===== config.mk =====
export PLATFORM = sky130hd
export DESIGN_NAME = seg_scan
export DESIGN_NICKNAME = d
export VERILOG_FILES = /design/src/rtl/seg_pkg.sv /design/src/rtl/hex2seg.sv /design/src/rtl/seg_scan.sv
export SDC_FILE = /design/constraint.sdc
export NUM_CORES = 1
export LEC_CHECK = 0
export ABC_AREA = 1
export CORE_MARGIN = 2
export CORE_UTILIZATION = 40
export CTS_BUF_LIST = sky130_fd_sc_hd__clkbuf_2 sky130_fd_sc_hd__clkbuf_4 sky130_fd_sc_hd__clkbuf_8
export DETAILED_ROUTE_END_ITERATION = 16
export PLACE_DENSITY = 0.65
export SLEW_MARGIN = 25
export SYNTH_ARGS = -nofsm -noshare
export SYNTH_HDL_FRONTEND = slang
export SYNTH_HIERARCHICAL = 1
export SYNTH_SLANG_ARGS = --single-unit

===== constraint.sdc =====
create_clock -name clk -period 2.3 [get_ports clk]
set_clock_uncertainty 0.05 [all_clocks]
set_input_delay 0.345 -clock clk [delete_from_list [all_inputs] [get_ports clk]]
set_output_delay 0.345 -clock clk [all_outputs]
set_load 0.02 [all_outputs]

===== src/rtl/seg_pkg.sv =====
// Shared definitions for the seven-segment scanner.
//   state_t  : scan phase within a digit slot (anodes off, then digit lit)
//   HEX_SEGS : active-low a..g segment codes, indexed by hex nibble
//   SEG_OFF  : all segments dark
//   AN_OFF   : all anodes off
package seg_pkg;

  typedef enum logic {
    S_BLANK = 1'b0,
    S_SHOW  = 1'b1
  } state_t;

  localparam logic [6:0] SEG_OFF = 7'b1111111;
  localparam logic [3:0] AN_OFF  = 4'b1111;

  // Entry n holds the pattern for hex digit n; bit 6 = segment a, bit 0 = g.
  localparam logic [15:0][6:0] HEX_SEGS = {
    7'b0111000,  // F
    7'b0110000,  // E
    7'b1000010,  // d
    7'b0110001,  // C
    7'b1100000,  // b
    7'b0001000,  // A
    7'b0000100,  // 9
    7'b0000000,  // 8
    7'b0001111,  // 7
    7'b0100000,  // 6
    7'b0100100,  // 5
    7'b1001100,  // 4
    7'b0000110,  // 3
    7'b0010010,  // 2
    7'b1001111,  // 1
    7'b0000001   // 0
  };

endpackage


===== src/rtl/hex2seg.sv =====
// Combinational hex-to-seven-segment decoder.
//   hex  : 4-bit nibble to display
//   segs : active-low segments a..g on segs[6:0]
module hex2seg
  import seg_pkg::*;
(
  input  logic [3:0] hex,
  output logic [6:0] segs
);

  assign segs = HEX_SEGS[hex];

endmodule


===== src/rtl/seg_scan.sv =====
// Four-digit multiplexed seven-segment display scanner.
// Each digit owns a slot of DIV clock cycles; the first BLANK cycles of a
// slot keep every anode off so the previous digit cannot ghost into the
// next one. New values are double-buffered and only reach the display at
// the digit3 -> digit0 wrap, so a frame never shows a mix of two values.
//   clk, rst : clock and synchronous active-high reset
//   value    : four hex digits, digit0 = value[3:0]
//   load     : strobe capturing value into the pending register
//   dp_in    : per-digit decimal point request (active-high, live)
//   lzb_en   : leading-zero blanking enable
//   segs     : segments a..g, active-low, registered
//   an       : digit anodes, active-low, registered
//   dp       : decimal point, active-low, registered
//   frame    : one-cycle pulse on the last cycle of the digit3 slot
module seg_scan
  import seg_pkg::*;
#(
  parameter int DIV   = 50000,
  parameter int BLANK = 1000
) (
  input  logic        clk,
  input  logic        rst,
  input  logic [15:0] value,
  input  logic        load,
  input  logic [3:0]  dp_in,
  input  logic        lzb_en,
  output logic [6:0]  segs,
  output logic [3:0]  an,
  output logic        dp,
  output logic        frame
);

  localparam int CW = $clog2(DIV);
  localparam logic [CW-1:0] CNT_MAX = CW'(DIV - 1);
  localparam logic [CW-1:0] BLANK_C = CW'(BLANK);

  logic [CW-1:0] cnt_reg;
  logic [1:0]    idx_reg;
  state_t        state_reg;
  logic [15:0]   pending_reg;
  logic [15:0]   display_reg;
  logic [6:0]    segs_reg;
  logic [3:0]    an_reg;
  logic          dp_reg;
  logic          frame_reg;

  logic [CW-1:0] cnt_next;
  logic [1:0]    idx_next;
  state_t        state_next;
  logic          slot_end;
  logic          wrap;
  logic [3:0]    nibble;
  logic [6:0]    dec_segs;
  logic [3:0]    an_show;
  logic [3:0]    lz_blank;

  assign slot_end = (cnt_reg == CNT_MAX);
  assign wrap     = slot_end && (idx_reg == 2'd3);
  assign cnt_next = slot_end ? '0 : cnt_reg + 1'b1;
  assign idx_next = slot_end ? idx_reg + 2'd1 : idx_reg;

  // The phase follows the counter value the next cycle will hold, so the
  // registered state always agrees with cnt_reg. With BLANK = 0 no count
  // is below the threshold and every cycle is S_SHOW.
  assign state_next = (BLANK != 0 && cnt_next < BLANK_C) ? S_BLANK : S_SHOW;

  assign nibble  = display_reg[{idx_reg, 2'b00} +: 4];
  assign an_show = ~(4'b0001 << idx_reg);

  // Digit n is a leading zero when it and every higher digit are zero.
  // Digit0 is never blanked so a zero value still shows one "0".
  assign lz_blank[0] = 1'b0;
  generate
    for (genvar gi = 1; gi < 4; gi++) begin : g_lz
      assign lz_blank[gi] = lzb_en && (display_reg[15:4*gi] == '0);
    end
  endgenerate

  hex2seg u_hex2seg (
    .hex  (nibble),
    .segs (dec_segs)
  );

  always_ff @(posedge clk) begin
    if (rst) begin
      cnt_reg     <= '0;
      idx_reg     <= 2'd0;
      state_reg   <= S_BLANK;
      pending_reg <= 16'h0000;
      display_reg <= 16'h0000;
      segs_reg    <= SEG_OFF;
      an_reg      <= AN_OFF;
      dp_reg      <= 1'b1;
      frame_reg   <= 1'b0;
    end else begin
      cnt_reg   <= cnt_next;
      idx_reg   <= idx_next;
      state_reg <= state_next;

      if (load) begin
        pending_reg <= value;
      end
      // A load landing on the wrap cycle goes straight to the display.
      if (wrap) begin
        display_reg <= load ? value : pending_reg;
      end

      case (state_reg)
        S_SHOW: begin
          an_reg   <= lz_blank[idx_reg] ? AN_OFF : an_show;
          segs_reg <= dec_segs;
          dp_reg   <= ~dp_in[idx_reg];
        end
        default: begin
          an_reg   <= AN_OFF;
          segs_reg <= SEG_OFF;
          dp_reg   <= 1'b1;
        end
      endcase

      frame_reg <= wrap;
    end
  end

  assign segs  = segs_reg;
  assign an    = an_reg;
  assign dp    = dp_reg;
  assign frame = frame_reg;

endmodule

==> results of run 1 <==
[metal layers]
| layer | up-vias | routed length [um] | global-route usage [%] | share of wire [%] |
|---|---|---|---|---|
| li1 | 1419 | - | - | - |
| met1 | 1210 | 3196 | 21.38 | 49 |
| met2 | 56 | 2910 | 26.47 | 45 |
| met3 | 7 | 304 | 5.998 | 4.7 |
| met4 | 0 | 72 | 5.721 | 1.1 |
| met5 | - | 0 | 0 | 0 |
[final timing paths]
check / start / to / slack [ns] / cells past startpoint
setup / recovery: idx_reg[0] / segs[1] / 0.37 / 12
hold / removal: cnt_reg[0] / cnt_reg[0] / 0.40 / 1
setup reg to reg: idx_reg[0] / segs[1] / 0.37 / 12
hold reg to reg: cnt_reg[0] / cnt_reg[0] / 0.40 / 1
[kinds of logic (layout without fill, tap and decap cells)]
family / count (synthesis) / count (layout)
AND/OR/NAND/NOR: 209 / 209
buffers and inverters: 73 / 115
flip-flops: 64 / 64
XOR/XNOR: 1 / 1
adder cells (fa/ha/maj): 12 / 12
AO/OA/AOI/OAI: 48 / 48
multiplexers: 16 / 16
[worst reg2reg max path, stage by stage (launching register included)]
cell and delay (ns):
dfxtp_1 0.31, inv_1 0.33, o21ai_0 0.15, a21oi_1 0.14, a21oi_1 0.07, buf_4 0.15, ha_1 0.20, nand2_1 0.12
o21ai_1 0.09, nand2_1 0.06, nand2_1 0.05, inv_1 0.04, nand2_1 0.04
[stage by stage]
stage               instances  utilization (%)  area [um2]  hold slack (ns)
global route              567            48.93        3722           0.4268
global placement          553            46.76        3557           0.3781
CTS                       567            48.93        3722           0.4077
finish                    567            48.93        3722           0.4044
floorplan                 423                -        3095           0.3672
detailed placement        553            46.76        3557           0.3919
[placed cells by master, fill, tap and decap left out, types with 2 or more instances in the layout]
master	count
nand3_1	47
clkbuf_4	3
inv_1	53
clkbuf_8	10
a21oi_1	20
nand2_1	87
clkinv_2	2
ha_1	12
nor2_2	2
mux2i_1	16
nand4_1	5
clkdlybuf4s50_1	36
a21oi_2	9
nor3_1	3
buf_4	10
nor2_1	58
o21ai_0	13
nand2_2	2
nor3_2	2
dfxtp_1	64
[power by group through the flow]
stage	clock (mW)	combinational, mW	sequential (mW)
2_1_floorplan	0	0.0620	1.16
6_report	0.841	0.114	1.14
3_3_place_gp	0	0.113	1.16
5_1_grt	0.906	0.127	1.14
4_1_cts	0.867	0.115	1.14
3_5_place_dp	0	0.114	1.16
[final cells by class]
cell class / instances / area (um2)
multi-input cells: 286 / 1505
inverters: 55 / 207.7
clock buffers: 13 / 160.2
fillers: 759 / 3885
well taps: 102 / 127.6
clock inverters: 1 / 5.005
repair buffers: 46 / 435.4
flip-flops and latches: 64 / 1281
==> results_dict.tcl, run 1 <==
set metrics [dict create \
    pwr-share-clk_pct 40.2 \
    cpPeakStageDelay_ns 0.33 \
    ios 37 \
    htreeDepth 3 \
    synth_compound_area_share_pct 9.297 \
    finalNetCount 498 \
    cp-start-kind "flop" \
    synth_xor_area_share_pct 0.2829 \
    yosysTopAreaCellShare_pct 41.39 \
    worst_path_max_delay_cell "inv_1" \
    drt_wl_total_mm 6.484 \
    combPwrFrac_pct 5.4 \
    drive_above_1_share_pct 9.677 \
    synth-edff-count 0 \
    drtIter0Drc 114 \
    gp_congestion 0.8619 \
    core_area_um2 7607 \
    ys_ff_latch 64 \
    areaGrowthSynthToFinish_pct 20.25 \
    design_power_total_mw 2.091 \
    die_area_um2 8458 \
    crit_fanout 17 \
    grt_usage_pct 16.80 \
    p_leak_nw 1.611 \
    synth_commonest_cells "87 x nand2_1, 64 x dfxtp_1, 58 x nor2_1" \
    grt_antenna_before_repair 0 \
    fp.dieH_um 91.97 \
    synthTopCellsByArea "dfxtp_1 41%, nand2_1 11%, nand3_1 7.6%" \
    setup_viol 0 \
    synthArstFlopShare_pct 0 \
    vias_per_cell 4.748 \
    vdd_drop_max_mv 0.3820 \
    synthAdderAreaFrac_pct 4.850 \
    hold_viol_final 0 \
    critical_path_required_ns 2.47 \
    p_seq_share_pct 54.3 \
    yosys.area_share.simple_pct 29.02 \
    ys.flop_type "dfxtp_1" \
    synth.distinct_cells 32 \
    ant_nets 0 \
    setup_slack_ns 0.3670 \
    numCtsBuffers 9 \
    seq_area_frac_synth_pct 41.39 \
    drc 0 \
    p_switching_uw 457.6 \
    core.rowCount 32 \
    p_sw_share_pct 21.89 \
    clk_pin_slew_worst_paths_ns 0.07 \
    post-route-period-util_pct 84.04 \
    min_period_ns 1.933 \
    synth_top_family_by_area "simple AND/OR/NAND/NOR gates" \
    intPower_mw 1.633 \
    final_max_slew_viol_count 0 \
    status "complete, no violations" \
    die_w_um 91.97 \
    portBuffers 36 \
    endpoint_kind "flop" \
    hp-class "flop to flop" \
    yosysMostFrequentCell "nand2_1" \
    overflow 0 \
    grt_pass1_vias 2558 \
    n_antenna_cell 0 \
    syn_area_um2 3095 \
    crit_type "flop to flop" \
    clock_path_buffers 2 \
    clkSinkCount 64 \
    post-place-ws_ns 0.3820 \
    grt_pass1_wl_mm 11.36 \
    worst_pin_slew_ns 0.6163 \
    synth_top_area_cell "dfxtp_1" \
    cp_top_family "buffers and inverters" \
    drt_pass1_iterations 4 \
    drv_cap 0 \
    clock.fmax_ghz 0.5173 \
    ys_warn_count 6 \
    cts_resized 0 \
    timing.slew.headroom_pct 58.48 \
    clk_latency_ns 0.34 \
    synth_nets 459 \
    worstPathCellList "inv_1 > o21ai_0 > a21oi_1 > a21oi_1 > buf_4 > ha_1 > nand2_1 > o21ai_1 > nand2_1 > nand2_1 > inv_1 > nand2_1" \
    initial_core_util_pct 40.69 \
    finalSetupTns_ns 0 \
    grt_max_degree 31 \
    root_buffer "clkbuf_8" \
    critPathArrivalTime_ns 2.10 \
    vias 2692 \
    dp_hpwl_mm 4.812 \
    cts_hold_buf 0 \
    rsz0062_at_grt "false" \
    wl_per_cell_um 11.44 \
    post-cts-setup-buffers 0 \
    path_buf_inv 3 \
    critPathMostFrequentCell "nand2_1" \
    avgSynthCellArea_um2 7.318 \
    p_per_area_nw_per_um2 561.7 \
    cts_tree "done" \
    synth_mux_area_share_pct 5.174 \
    synthCells 423 \
]
(Power assumes the default switching activity.)
==> inputs of run 2 (changes only) <==
--- a/config.mk
+++ b/config.mk
@@ -10,7 +10,7 @@
 export CORE_UTILIZATION = 40
 export CTS_BUF_LIST = sky130_fd_sc_hd__clkbuf_2 sky130_fd_sc_hd__clkbuf_4 sky130_fd_sc_hd__clkbuf_8
 export DETAILED_ROUTE_END_ITERATION = 16
-export PLACE_DENSITY = 0.65
+export PLACE_DENSITY = 0.62
 export SLEW_MARGIN = 25
 export SYNTH_ARGS = -nofsm -noshare
 export SYNTH_HDL_FRONTEND = slang
==> constraint.sdc (replaced) <==
create_clock -name clk -period 1.8 [get_ports clk]
set_clock_uncertainty 0.05 [all_clocks]
set_input_delay 0.27 -clock clk [delete_from_list [all_inputs] [get_ports clk]]
set_output_delay 0.27 -clock clk [all_outputs]
set_load 0.02 [all_outputs]
==> run 2 against run 1 <==
Net effect:
- setup slack worse by 0.30 ns
- global-route usage is 0.37 points higher
- critical path depth is 1 lower
- combinational power is 32% higher
- largest power group unchanged
- sequential share of layout area is 2.1 points lower
- clock-buffer cell count is 4 lower
- register-to-register slack worse by 0.30 ns
==> results_dict.tcl, run 2 (same netlist as run 1, synthesis figures left out) <==
set metrics [dict create \
    status "complete, no violations" \
    post-route-period-util_pct 96.21 \
    core.rowCount 32 \
    cts_hold_buf 0 \
    wl_per_cell_um 11.80 \
    finalSetupTns_ns 0 \
    clock.fmax_ghz 0.5774 \
    cpPeakStageDelay_ns 0.38 \
    hp-class "flop to flop" \
    setup_slack_ns 0.06815 \
    clk_latency_ns 0.36 \
    post-place-ws_ns 0.05628 \
    p_switching_uw 707.8 \
    final_common_cell "nand2_1" \
    critPathLaunch "idx_reg[0]" \
    path_buf_inv 4 \
    timing.slew.headroom_pct 78.06 \
    ant_nets 0 \
    r2r_start "idx_reg[0]" \
    clkSinkCount 64 \
    ios 37 \
    portBuffers 36 \
    p_seq_share_pct 47.9 \
    min_period_ns 1.732 \
    setup_viol 0 \
    core_area_um2 7607 \
    crit_type "flop to flop" \
    crit_fanout 10 \
    seq_area_um2 1287 \
    die_area_um2 8458 \
    critPathMostFrequentCell "nand2_1" \
    hold_viol_final 0 \
    dp_hpwl_mm 4.801 \
    finalNetCount 512 \
    vias 2750 \
    cp_top_family "flip-flops" \
    worst_path_max_delay_cell "dfxtp_4" \
    design_power_total_mw 3.026 \
    pwr-share-clk_pct 47.1 \
    drv_cap 0 \
    clock_path_buffers 2 \
    clk_pin_slew_worst_paths_ns 0.08 \
    combPwrFrac_pct 5.0 \
    cp-start-kind "flop" \
    grt_antenna_before_repair 0 \
    grt_usage_pct 17.17 \
    stdcell_count 583 \
    hp-start "cnt_reg[0]" \
    fp.dieH_um 91.97 \
    worst_pin_slew_ns 0.3291 \
    critical_path_required_ns 1.99 \
    drc 0 \
    overflow 0 \
    fill_cells 749 \
    p_sw_share_pct 23.39 \
    drt_pass1_iterations 5 \
    endpoint_kind "flop" \
    grt_pass1_wl_mm 11.65 \
    final_cell_mix "86 x nand2_1, 61 x dfxtp_1, 57 x nor2_1" \
    root_buffer "clkbuf_8" \
    htreeDepth 3 \
    critPathArrivalTime_ns 1.92 \
    placed_cells 558 \
    areaGrowthSynthToFinish_pct 28.62 \
    post-route-util_pct 52.34 \
    die_w_um 91.97 \
    drtIter0Drc 72 \
    final_max_slew_viol_count 0 \
    initial_core_util_pct 40.69 \
    multi_input_area_um2 1555 \
    grt_max_degree 30 \
    gp_congestion 0.8537 \
    p_leak_nw 1.720 \
    numCtsBuffers 9 \
    n_antenna_cell 0 \
    intPower_mw 2.318 \
    grt_pass1_vias 2608 \
    p_per_area_nw_per_um2 760.0 \
    drt_wl_total_mm 6.881 \
    vdd_drop_max_mv 0.3290 \
    drive_above_1_share_pct 16.63 \
    worstPathCellList "buf_6 > a21oi_1 > a21oi_2 > inv_2 > ha_1 > inv_1 > nand2_1 > nand3_1 > nand2_1 > inv_1 > nand2_1" \
    vias_per_cell 4.717 \
    cts_tree "done" \
]
## run 2: changes by cell type in the layout (fill, tap and decap cells not counted), moves of 3 or more
cell and change:
dfxtp_1 -3, ha_1 -3, a21oi_1 -3, o21ai_0 -3, inv_6 +4, inv_1 -6, buf_4 +11, clkbuf_4 -3
inv_2 +4
## run 2: worst paths after layout
check	endpoint	slack, ns	cells past startpoint
hold / removal	cnt_reg[0]	0.38	1
setup / recovery	segs[6]	0.07	11
setup reg to reg	segs[6]	0.07	11
hold reg to reg	cnt_reg[0]	0.38	1
## run 2: worst register-to-register path, cell delays in order, from the launching register on
cell and delay (ns):
dfxtp_4 0.38, buf_6 0.14, a21oi_1 0.08, a21oi_2 0.27
inv_2 0.13, ha_1 0.25, inv_1 0.06, nand2_1 0.05
nand3_1 0.08, nand2_1 0.05, inv_1 0.04, nand2_1 0.04
## run 2: timing repair
item                                   CTS  global route
buffers inserted                         0            10
endpoints found under the hold margin    0             0
setup endpoints to repair                0            22
gates resized for setup                  0            22
## run 2: power groups by stage
| stage | clock network, mW | registers [mW] | logic, mW |
|---|---|---|---|
| 6_report | 1.43 | 1.45 | 0.151 |
| 4_1_cts | 1.45 | 1.45 | 0.152 |
| 2_1_floorplan | 0 | 1.48 | 0.0792 |
| 5_1_grt | 1.51 | 1.45 | 0.169 |
| 3_3_place_gp | 0 | 1.48 | 0.151 |
| 3_5_place_dp | 0 | 1.48 | 0.151 |
## run 2: area by class of cell
cell class,instances,share of cell area [%]
inverter,55,5.405
clock inverter,7,2.577
clock buffer,9,3.111
multi-input combinational,286,39.06
tap,102,3.206
timing repair buffer,60,14.30
sequential,64,32.34
## run 2: through the flow
stage | area (um2) | hold slack, ns
after floorplan | 3115 | 0.3572
after global placement | 3635 | 0.3812
after detailed placement | 3635 | 0.3936
after CTS | 3861 | 0.4106
after global routing | 3981 | 0.3903
final | 3981 | 0.3781
## run 2: metal layers
layer	vias to the layer above	global-route usage, %	wire length [um]
li1	1454	-	-
met3	11	4.026	216
met5	-	0	0
met1	1243	21.73	3363
met4	0	8.333	135
met2	42	27.51	3166
